===== src/rtl/vm1_tve_host.sv =====
// CPU-side bus initiator and interrupt front-end for the 1801VM1 VE1-style timer:
// turns one bus transaction into single-cycle timer strobes and runs the vector handshake.
module vm1_tve_host #(
  parameter logic [15:0] BASE_ADDR = 16'o177706,
  parameter logic [15:0] VECTOR    = 16'o000270
) (
  input  logic        tbh_clk,
  input  logic        tbh_reset,
  input  logic        tbh_req,
  input  logic        tbh_wr,
  input  logic        tbh_byte,
  input  logic [15:0] tbh_addr,
  input  logic [15:0] tbh_wdata,
  output logic [15:0] tbh_rdata,
  output logic        tbh_ack,
  output logic        tbh_sel,
  output logic        tbh_virq,
  input  logic        tbh_iack,
  output logic [15:0] tbh_ivec,
  output logic        tbh_ivld,
  output logic [15:0] tve_din,
  input  logic [15:0] tve_dout,
  output logic        tve_csr_oe,
  output logic        tve_cnt_oe,
  output logic        tve_lim_oe,
  output logic        tve_csr_wr,
  output logic        tve_lim_wr,
  input  logic        tve_irq,
  output logic        tve_ack
);

  typedef enum logic [2:0] {IDLE, SETUP, RD, MRD, MWR, WR, ACK, IVEC} state_t;

  localparam logic [1:0] IDX_LIM = 2'd0;
  localparam logic [1:0] IDX_CNT = 2'd1;
  localparam logic [1:0] IDX_CSR = 2'd2;

  state_t      state, state_nxt;
  logic [14:0] idx_raw;
  logic [1:0]  idx_q;
  logic        wr_q, byte_q, lane_q;
  logic [15:0] din_q, rdata_q;
  logic        iack_pend, virq_q;

  // Word offset from the limit register; anything past CSR (or below LIM, via wrap) misses.
  assign idx_raw = tbh_addr[15:1] - BASE_ADDR[15:1];
  assign tbh_sel = tbh_req & (idx_raw < 15'd3);

  always_ff @(posedge tbh_clk) begin
    if (tbh_reset) state <= IDLE;
    else           state <= state_nxt;
  end

  // NOTE: every output of this block gets a default first, so no path can infer a latch.
  always_comb begin
    state_nxt = state;
    unique case (state)
      IDLE: begin
        if (tbh_iack || iack_pend) state_nxt = IVEC;
        else if (tbh_sel)          state_nxt = SETUP;
      end
      SETUP: begin
        if (!wr_q)                  state_nxt = RD;
        else if (idx_q == IDX_CNT)  state_nxt = ACK;
        else if (idx_q == IDX_LIM)  state_nxt = byte_q ? MRD : WR;
        else                        state_nxt = (byte_q && lane_q) ? ACK : WR;
      end
      RD:      state_nxt = ACK;
      MRD:     state_nxt = MWR;
      MWR:     state_nxt = WR;
      WR:      state_nxt = ACK;
      ACK:     state_nxt = IDLE;
      IVEC:    state_nxt = IDLE;
      default: state_nxt = IDLE;
    endcase
  end

  // Strobes are pure state decodes, so at most one is ever high and all are 0 in IDLE.
  assign tve_lim_oe = ((state == RD) && (idx_q == IDX_LIM)) || (state == MRD);
  assign tve_cnt_oe = (state == RD) && (idx_q == IDX_CNT);
  assign tve_csr_oe = (state == RD) && (idx_q == IDX_CSR);
  assign tve_lim_wr = (state == WR) && (idx_q == IDX_LIM);
  assign tve_csr_wr = (state == WR) && (idx_q == IDX_CSR);
  assign tve_din    = (((state == SETUP) && wr_q) || (state == MWR) || (state == WR)) ? din_q : '0;
  assign tbh_ack    = (state == ACK);
  assign tbh_rdata  = tbh_ack ? rdata_q : '0;
  assign tbh_ivld   = (state == IVEC);
  assign tbh_ivec   = tbh_ivld ? VECTOR : '0;
  assign tve_ack    = tbh_ivld;
  assign tbh_virq   = virq_q;

  // NOTE: sequential state uses non-blocking assignments so every register samples pre-edge values.
  always_ff @(posedge tbh_clk) begin
    if (tbh_reset) begin
      idx_q     <= IDX_LIM;
      wr_q      <= 1'b0;
      byte_q    <= 1'b0;
      lane_q    <= 1'b0;
      din_q     <= '0;
      rdata_q   <= '0;
      iack_pend <= 1'b0;
      virq_q    <= 1'b0;
    end else begin
      virq_q <= tve_irq & (state != IVEC);

      // IDLE always services a pending acknowledge, so the flag only needs to be set elsewhere.
      if (state == IDLE)  iack_pend <= 1'b0;
      else if (tbh_iack)  iack_pend <= 1'b1;

      if ((state == IDLE) && (state_nxt == SETUP)) begin
        idx_q   <= idx_raw[1:0];
        wr_q    <= tbh_wr;
        byte_q  <= tbh_byte;
        lane_q  <= tbh_addr[0];
        din_q   <= tbh_wdata;
        rdata_q <= '0;
      end

      if (state == RD) rdata_q <= tve_dout;

      // Byte write to LIM: keep the addressed lane from the CPU, the other from the timer.
      if (state == MRD)
        din_q <= lane_q ? {din_q[15:8], tve_dout[7:0]} : {tve_dout[15:8], din_q[7:0]};
    end
  end

endmodule


===== config.mk =====
export PLATFORM = sky130hd
export DESIGN_NAME = vm1_tve_host
export DESIGN_NICKNAME = d
export VERILOG_FILES = /design/src/rtl/vm1_tve_host.sv
export SDC_FILE = /design/constraint.sdc
export NUM_CORES = 1
export LEC_CHECK = 0
export ABC_AREA = 1
export CAP_MARGIN = 10
export CORE_MARGIN = 2
export CORE_UTILIZATION = 29
export DETAILED_ROUTE_END_ITERATION = 8
export PLACE_DENSITY_LB_ADDON = 0.2
export SETUP_SLACK_MARGIN = 0.2
export SYNTH_ARGS = -nofsm -noshare
export SYNTH_HDL_FRONTEND = slang
export SYNTH_SLANG_ARGS = --single-unit

===== constraint.sdc =====
create_clock -name tbh_clk -period 2.5 [get_ports tbh_clk]
set_input_delay 0.375 -clock tbh_clk [delete_from_list [all_inputs] [get_ports tbh_clk]]
set_output_delay 0.375 -clock tbh_clk [all_outputs]
set_load 0.01 [all_outputs]

==> run_results.csv, run 1 <==
group,metric,value,unit
logic_synthesis,ys_async_sr_fraction,0,%
logic_synthesis,synth_ff_type,"dfxtp_1",
timing,setup_viol,0,
logic_synthesis,post-synth-top-count-cell,"nand2_1",
power_and_ir_drop,peakVddDrop,0.243,mV
clocking,cts_hold_buf,0,
power_and_ir_drop,power,2.26,mW
routing,antenna_left,0,
timing,tns,0,ns
clocking,cts_tree,"yes",
clocking,path_clk_slew,0.08,ns
timing,fin_skew,0.0106,ns
worst_setup_path,cp.arrival,1.84,ns
outcome,outcome,"finished, final reports clean",
logic_synthesis,ys_warn_count,0,
global_routing,grt_pass1_wl,13300,um
worst_setup_path,max_stage_delay,0.54,ns
hold_path,hold_path_depth,2,
worst_setup_path,cp_cell_sequence,"inv_2 > nor3_2 > a21oi_4 > buf_12 > nor2_1 > clkdlybuf4s50_1",
logic_synthesis,yosysSeqAreaShare,32.0,%
global_routing,first_global_vias,2935,
global_routing,track_usage,16.4,%
timing,slew_violations,0,
placed_design,portBuffers,100,
placed_design,dp_hpwl,6190,um
timing,hold_viol_final,0,
worst_setup_path,end_kind,"output pin",
logic_synthesis,avgSynthCellArea,6.02,um^2
worst_setup_path,cp_slowest_cell,"clkdlybuf4s50_1",
power_and_ir_drop,cellLeakagePower,1.76,nW
timing,fin_crit,2.22,ns
logic_synthesis,ys_top_cells_by_area,"dfxtp_1, nand2_1, nand3_1",
die,die_y,99.1,um
placed_design,gp_congestion,0.859,
power_and_ir_drop,powerDensity,553,nW/um^2
die,initial_core_util,30.0,%
logic_synthesis,yosys.area.top_type,"dfxtp_1",
routing,route.detailed.drc,0,
clocking,clk_latency,0.29,ns
die,coreArea,8760,um^2
worst_setup_path,cp.required,2.12,ns
worst_setup_path,critPathLaunchType,"register",
logic_synthesis,synth.distinct_cells,29,
worst_setup_path,r2r_start,"state[1]",
hold_path,worst_hold_path.endpoint,"rdata_q[4]",
routing,firstDrtPassIters,4,
routing,wirelength,8220,um
placed_design,place_inst,645,
final_layout,antenna_cells,0,
routing,routed_via_density,4.65,
logic_synthesis,synth-seq-cells,42,
worst_setup_path,crit_buf_inv,3,
final_layout,syn2layout_area_growth,55.9,%
logic_synthesis,synthTopCellsByCount,"nand2_1, nor2_1, nand3_1",
clocking,cts_made_buffers,5,
worst_setup_path,critPathTopFamily,"buffers and inverters",
timing,fmax,0.451,GHz
hold_path,worstHoldStart,"rdata_q[4]",
timing,rsz0062_at_grt,"yes",
global_routing,grt_max_degree,24,
die,die_x,99.1,um
timing,hold_ws,0.478,ns
routing,drt-initial-drc-count,125,
worst_setup_path,crit_fanout,15,
flow_run,drv_cap,0,
timing,period_share,88.6,%
worst_setup_path,rr_worst_depth,9,
clocking,clock_path_buffers,2,
die,io_pins,113,
logic_synthesis,synth_edf_count,0,
final_layout,multi_input_area,1490,um^2
worst_setup_path,r2r_end,"din_q[12]",
final_layout,layout.cells.non_filler,660,
global_routing,antenna_found_initial,0,
logic_synthesis,synth_top_area_share,32.0,%
clocking,cts_root_buf,"clkbuf_8",
global_routing,overflow,0,
final_layout,fillCellCount,897,
routing,post_drt_wl_per_cell,12.5,um
logic_synthesis,synth_area,2630,um^2
clocking,htree_levels,2,
final_layout,drive_above_1_share,14.3,%
routing,vias,3070,
final_layout,nets,607,
worst_setup_path,crit_type,"register to output pin",
clocking,cts_sinks,42,
worst_setup_path,reg2reg_slack,0.61,ns
hold_path,hp-class,"register to register",
final_layout,final-seq-area,847,um^2
logic_synthesis,netlist_instances,436,
die,die-area,9830,um^2
die,num_rows,34,
==> cell usage in the layout (no fill, tap or decap), types with 4 or more instances in the layout <==
cell type,synthesis,final
a21oi_1,34,33
buf_4,17,28
clkbuf_8,0,6
clkdlybuf4s50_1,0,80
conb_1,1,12
dfxtp_1,42,39
dlymetal6s2s_1,0,16
inv_1,54,53
inv_2,6,5
nand2_1,90,83
nand2_2,1,8
nand3_1,57,55
nor2_1,66,60
nor2_2,5,8
nor3_1,8,4
o21ai_0,18,18
o21ai_1,7,7
==> worst max path at each step <==
stage / startpoint / to / slack, ns / cells after the start
after detailed placement: tbh_addr[1] / tbh_sel / -0.30 / 12
after global routing: state[0] / tve_din[7] / 0.17 / 6
after floorplan: state[0] / tbh_ivec[3] / 0.57 / 5
after CTS: tbh_addr[2] / tbh_sel / 0.10 / 12
after global placement: tbh_addr[1] / tbh_sel / -0.24 / 12
final: state[0] / tve_din[8] / 0.28 / 6
==> through the flow <==
step                      worst slack, ns  util [%]  instance area [um^2]
final                               0.285      46.7                  4090
after detailed placement           -0.304      43.3                  3790
after global placement             -0.244      43.3                  3790
after CTS                           0.102      44.9                  3940
after global routing                0.168      46.7                  4090
after floorplan                     0.570         -                  2670
==> cell type report <==
class | count | area share [%]
Tap cell | 108 | 3.30
Sequential cell | 42 | 20.7
Clock buffer | 7 | 2.11
Clock inverter | 1 | 0.122
Inverter | 61 | 5.72
Multi-Input combinational cell | 310 | 36.4
Timing Repair Buffer | 131 | 31.6
==> layer usage <==
layer | vias up | GRT usage, % | wire, um
met1 | 1383 | 21.0 | 3580
met4 | 0 | 3.69 | 81
li1 | 1577 | - | -
met2 | 102 | 27.8 | 3930
met5 | - | 0 | 0
met3 | 8 | 4.08 | 628
==> sequential cells by signal (all words and copies together), names as in the netlist <==
register / cells
lane_q: 1
din_q: 16
rdata_q: 16
wr_q: 1
idx_q: 2
byte_q: 1
iack_pend: 1
state: 3
tbh_virq: 1
==> logic make-up after synthesis <==
family	count (synthesis)	synth area share [%]
XOR/XNOR	1	0.334
other	1	0.143
AND/OR/NAND/NOR	235	38.8
buffers and inverters	95	16.5
flip-flops	42	32.0
AO/OA/AOI/OAI	61	11.8
adder cells (fa/ha/maj)	1	0.477
==> timing repair <==
| action | CTS | global route |
|---|---|---|
| resized for setup | 19 | 39 |
| setup endpoints to repair | 51 | 74 |
| pin swaps | 2 | 17 |
| setup buffers | 4 | 3 |
==> tightest hold or removal path: stages, from the launching register on <==
cell and delay, ns:
dfxtp_1 0.31, nand3_1 0.07, a21oi_1 0.05
==> power by group <==
group | internal (mW) | switching (mW) | total, mW | leakage, nW
clock | 0.223 | 0.227 | 0.450 | 0.0482
combinational | 0.385 | 0.575 | 0.960 | 1.37
sequential | 0.776 | 0.0793 | 0.855 | 0.342
Power figures use the tool's default switching activity.
==> inputs of run 2 (changes only) <==
SLEW_MARGIN = 20   (was unset)
==> run 2 against run 1 <==
Compared with the run above:
- clock power grew 46%
- global-route usage shrank 0.15 points
- count of clock-buffer cells in the layout shrank 1
- sequential power grew 0.7%
- wire length shrank 1.6%
- worst setup slack lost 0.025 ns
- die area is the same
- register-to-register slack is essentially flat
- via count shrank 0.55%
==> run_results.csv, run 2 (synthesized netlist as in run 1, its figures left out) <==
group,metric,value,unit
timing,slew_violations,0,
worst_setup_path,cp.arrival,1.87,ns
global_routing,grtUsageMet3,3.58,%
final_layout,drive_above_1_share,13.6,%
global_routing,globalRoute.busiestLayer,"met2",
worst_setup_path,critPathLaunchType,"register",
worst_setup_path,rr_worst_depth,9,
die,coreArea,8760,um^2
worst_setup_path,cp_cell_sequence,"inv_1 > nor2_2 > a21oi_4 > buf_12 > nor2_1 > clkdlybuf4s50_1",
power_and_ir_drop,pwr-share-clk,26.5,%
final_layout,final_area,4120,um^2
worst_setup_path,path_depth,6,
timing,fin_skew,0.00765,ns
timing,setup_viol,0,
final_layout,layout.cells.non_filler,658,
placed_design,dp_slack,-0.295,ns
routing,firstDrtPassIters,4,
placed_design,gp_congestion,0.859,
placed_design,dp_hpwl,6190,um
global_routing,grt_max_degree,24,
power_and_ir_drop,peakVddDrop,0.329,mV
worst_setup_path,cp_slowest_cell,"clkdlybuf4s50_1",
die,initial_core_util,30.0,%
die,io_pins,113,
placed_design,portBuffers,100,
worst_setup_path,cp.required,2.12,ns
power_and_ir_drop,combPwrFrac,38.9,%
clocking,cts_made_buffers,5,
worst_setup_path,critPathTopFamily,"buffers and inverters",
power_and_ir_drop,cellLeakagePower,1.73,nW
routing,post_drt_wl_per_cell,12.3,um
final_layout,final_common_cell,"nand2_1",
placed_design,place_inst,645,
power_and_ir_drop,power,2.49,mW
worst_setup_path,max_stage_delay,0.54,ns
worst_setup_path,crit_type,"register to output pin",
final_layout,antenna_cells,0,
timing,timing.final.ws_setup,0.260,ns
final_layout,final_core_util,47.0,%
final_layout,syn2layout_area_growth,56.8,%
global_routing,grt_pass1_wl,13200,um
flow_run,drv_cap,0,
die,num_rows,34,
timing,period_share,89.6,%
die,die_x,99.1,um
worst_setup_path,crit_fanout,16,
power_and_ir_drop,swShare,36.0,%
clocking,clock_path_buffers,2,
timing,rsz0062_at_grt,"yes",
timing,hold_ws,0.479,ns
global_routing,met1_usage,21.1,%
final_layout,layout_common_cells,"nand2_1, clkdlybuf4s50_1, nor2_1, nand3_1, inv_1",
power_and_ir_drop,internal_power,1.59,mW
routing,wirelength,8090,um
placed_design,postPlaceCellArea,3790,um^2
routing,routed_via_density,4.64,
clocking,cts_sinks,42,
power_and_ir_drop,powerDensity,604,nW/um^2
timing,hold_viol_final,0,
power_and_ir_drop,p_sw,0.896,mW
global_routing,antenna_found_initial,0,
hold_path,hp-class,"register to register",
final_layout,multi_input_area,1490,um^2
clocking,cts_root_buf,"clkbuf_8",
final_layout,nets,605,
clocking,clk_latency,0.30,ns
hold_path,hold_path_depth,2,
timing,tns,0,ns
timing,fmax,0.446,GHz
global_routing,grtUsageMet2,27.8,%
clocking,cts_hold_buf,0,
routing,route.detailed.drc,0,
routing,vias,3053,
power_and_ir_drop,power.share.sequential,34.6,%
clocking,htree_levels,2,
global_routing,first_global_vias,2943,
global_routing,overflow,0,
routing,drt-initial-drc-count,134,
routing,antenna_left,0,
clocking,path_clk_slew,0.08,ns
clocking,cts_tree,"yes",
final_layout,top_regs,"din_q: 16 flops, rdata_q: 16 flops, state: 3 flops",
final_layout,final-seq-area,847,um^2
outcome,outcome,"finished, final reports clean",
die,die-area,9830,um^2
worst_setup_path,crit_buf_inv,3,
worst_setup_path,end_kind,"output pin",
timing,fin_crit,2.24,ns
die,die_y,99.1,um
final_layout,fillCellCount,923,
global_routing,track_usage,16.2,%
## run 2: changes by cell type in the layout (fill, tap and decap cells not counted), moves of 2 or more
cell	delta
clkdlybuf4s50_1	+2
buf_4	-2
nand2_2	-2
bufinv_16	+2
dlygate4sd2_1	+2
dlymetal6s2s_1	-3
## run 2: what timing repair did
item / CTS / global route
setup buffers: 1 / 4
pin swaps: 2 / 13
setup endpoints to repair: 48 / 79
gates resized for setup: 20 / 32
## run 2: metal layers
layer,part of all wire (%),routed length [um]
met1,44,3590
met2,47,3770
met3,8.3,674
met4,0.78,63
met5,0,0
## run 2: final timing paths
path         startpoint           to  slack (ns)
min reg2reg  rdata_q[4]   rdata_q[4]        0.48
max reg2reg    state[1]     din_q[6]        0.60
min          rdata_q[4]   rdata_q[4]        0.48
max            state[2]  tve_din[10]        0.26
## run 2: worst reg2reg max path: stages, from the launching register on
cell and delay [ns]:
dfxtp_2 0.41, inv_1 0.11, nor2_1 0.18, inv_2 0.06
buf_4 0.19, nor2_2 0.21, nand2_1 0.29, nand2_4 0.21
nand2_1 0.07, a21oi_1 0.12
## run 2: power groups by stage
stage               sequential (mW)  combinational, mW  clock [mW]
finish                        0.861              0.967       0.658
global route                  0.877               1.09       0.693
CTS                           0.843              0.904       0.670
detailed placement            0.852              0.873           0
global placement              0.849              0.863           0
floorplan                     0.834              0.563           0
## run 2: layout make-up
| class | count | area share [%] |
|---|---|---|
| multi-input combinational | 310 | 36.1 |
| timing repair buffer | 129 | 30.9 |
| sequential | 42 | 20.6 |
| inverter | 61 | 5.69 |
| tap | 108 | 3.28 |
| clock buffer | 6 | 2.01 |
| clock inverter | 2 | 1.46 |
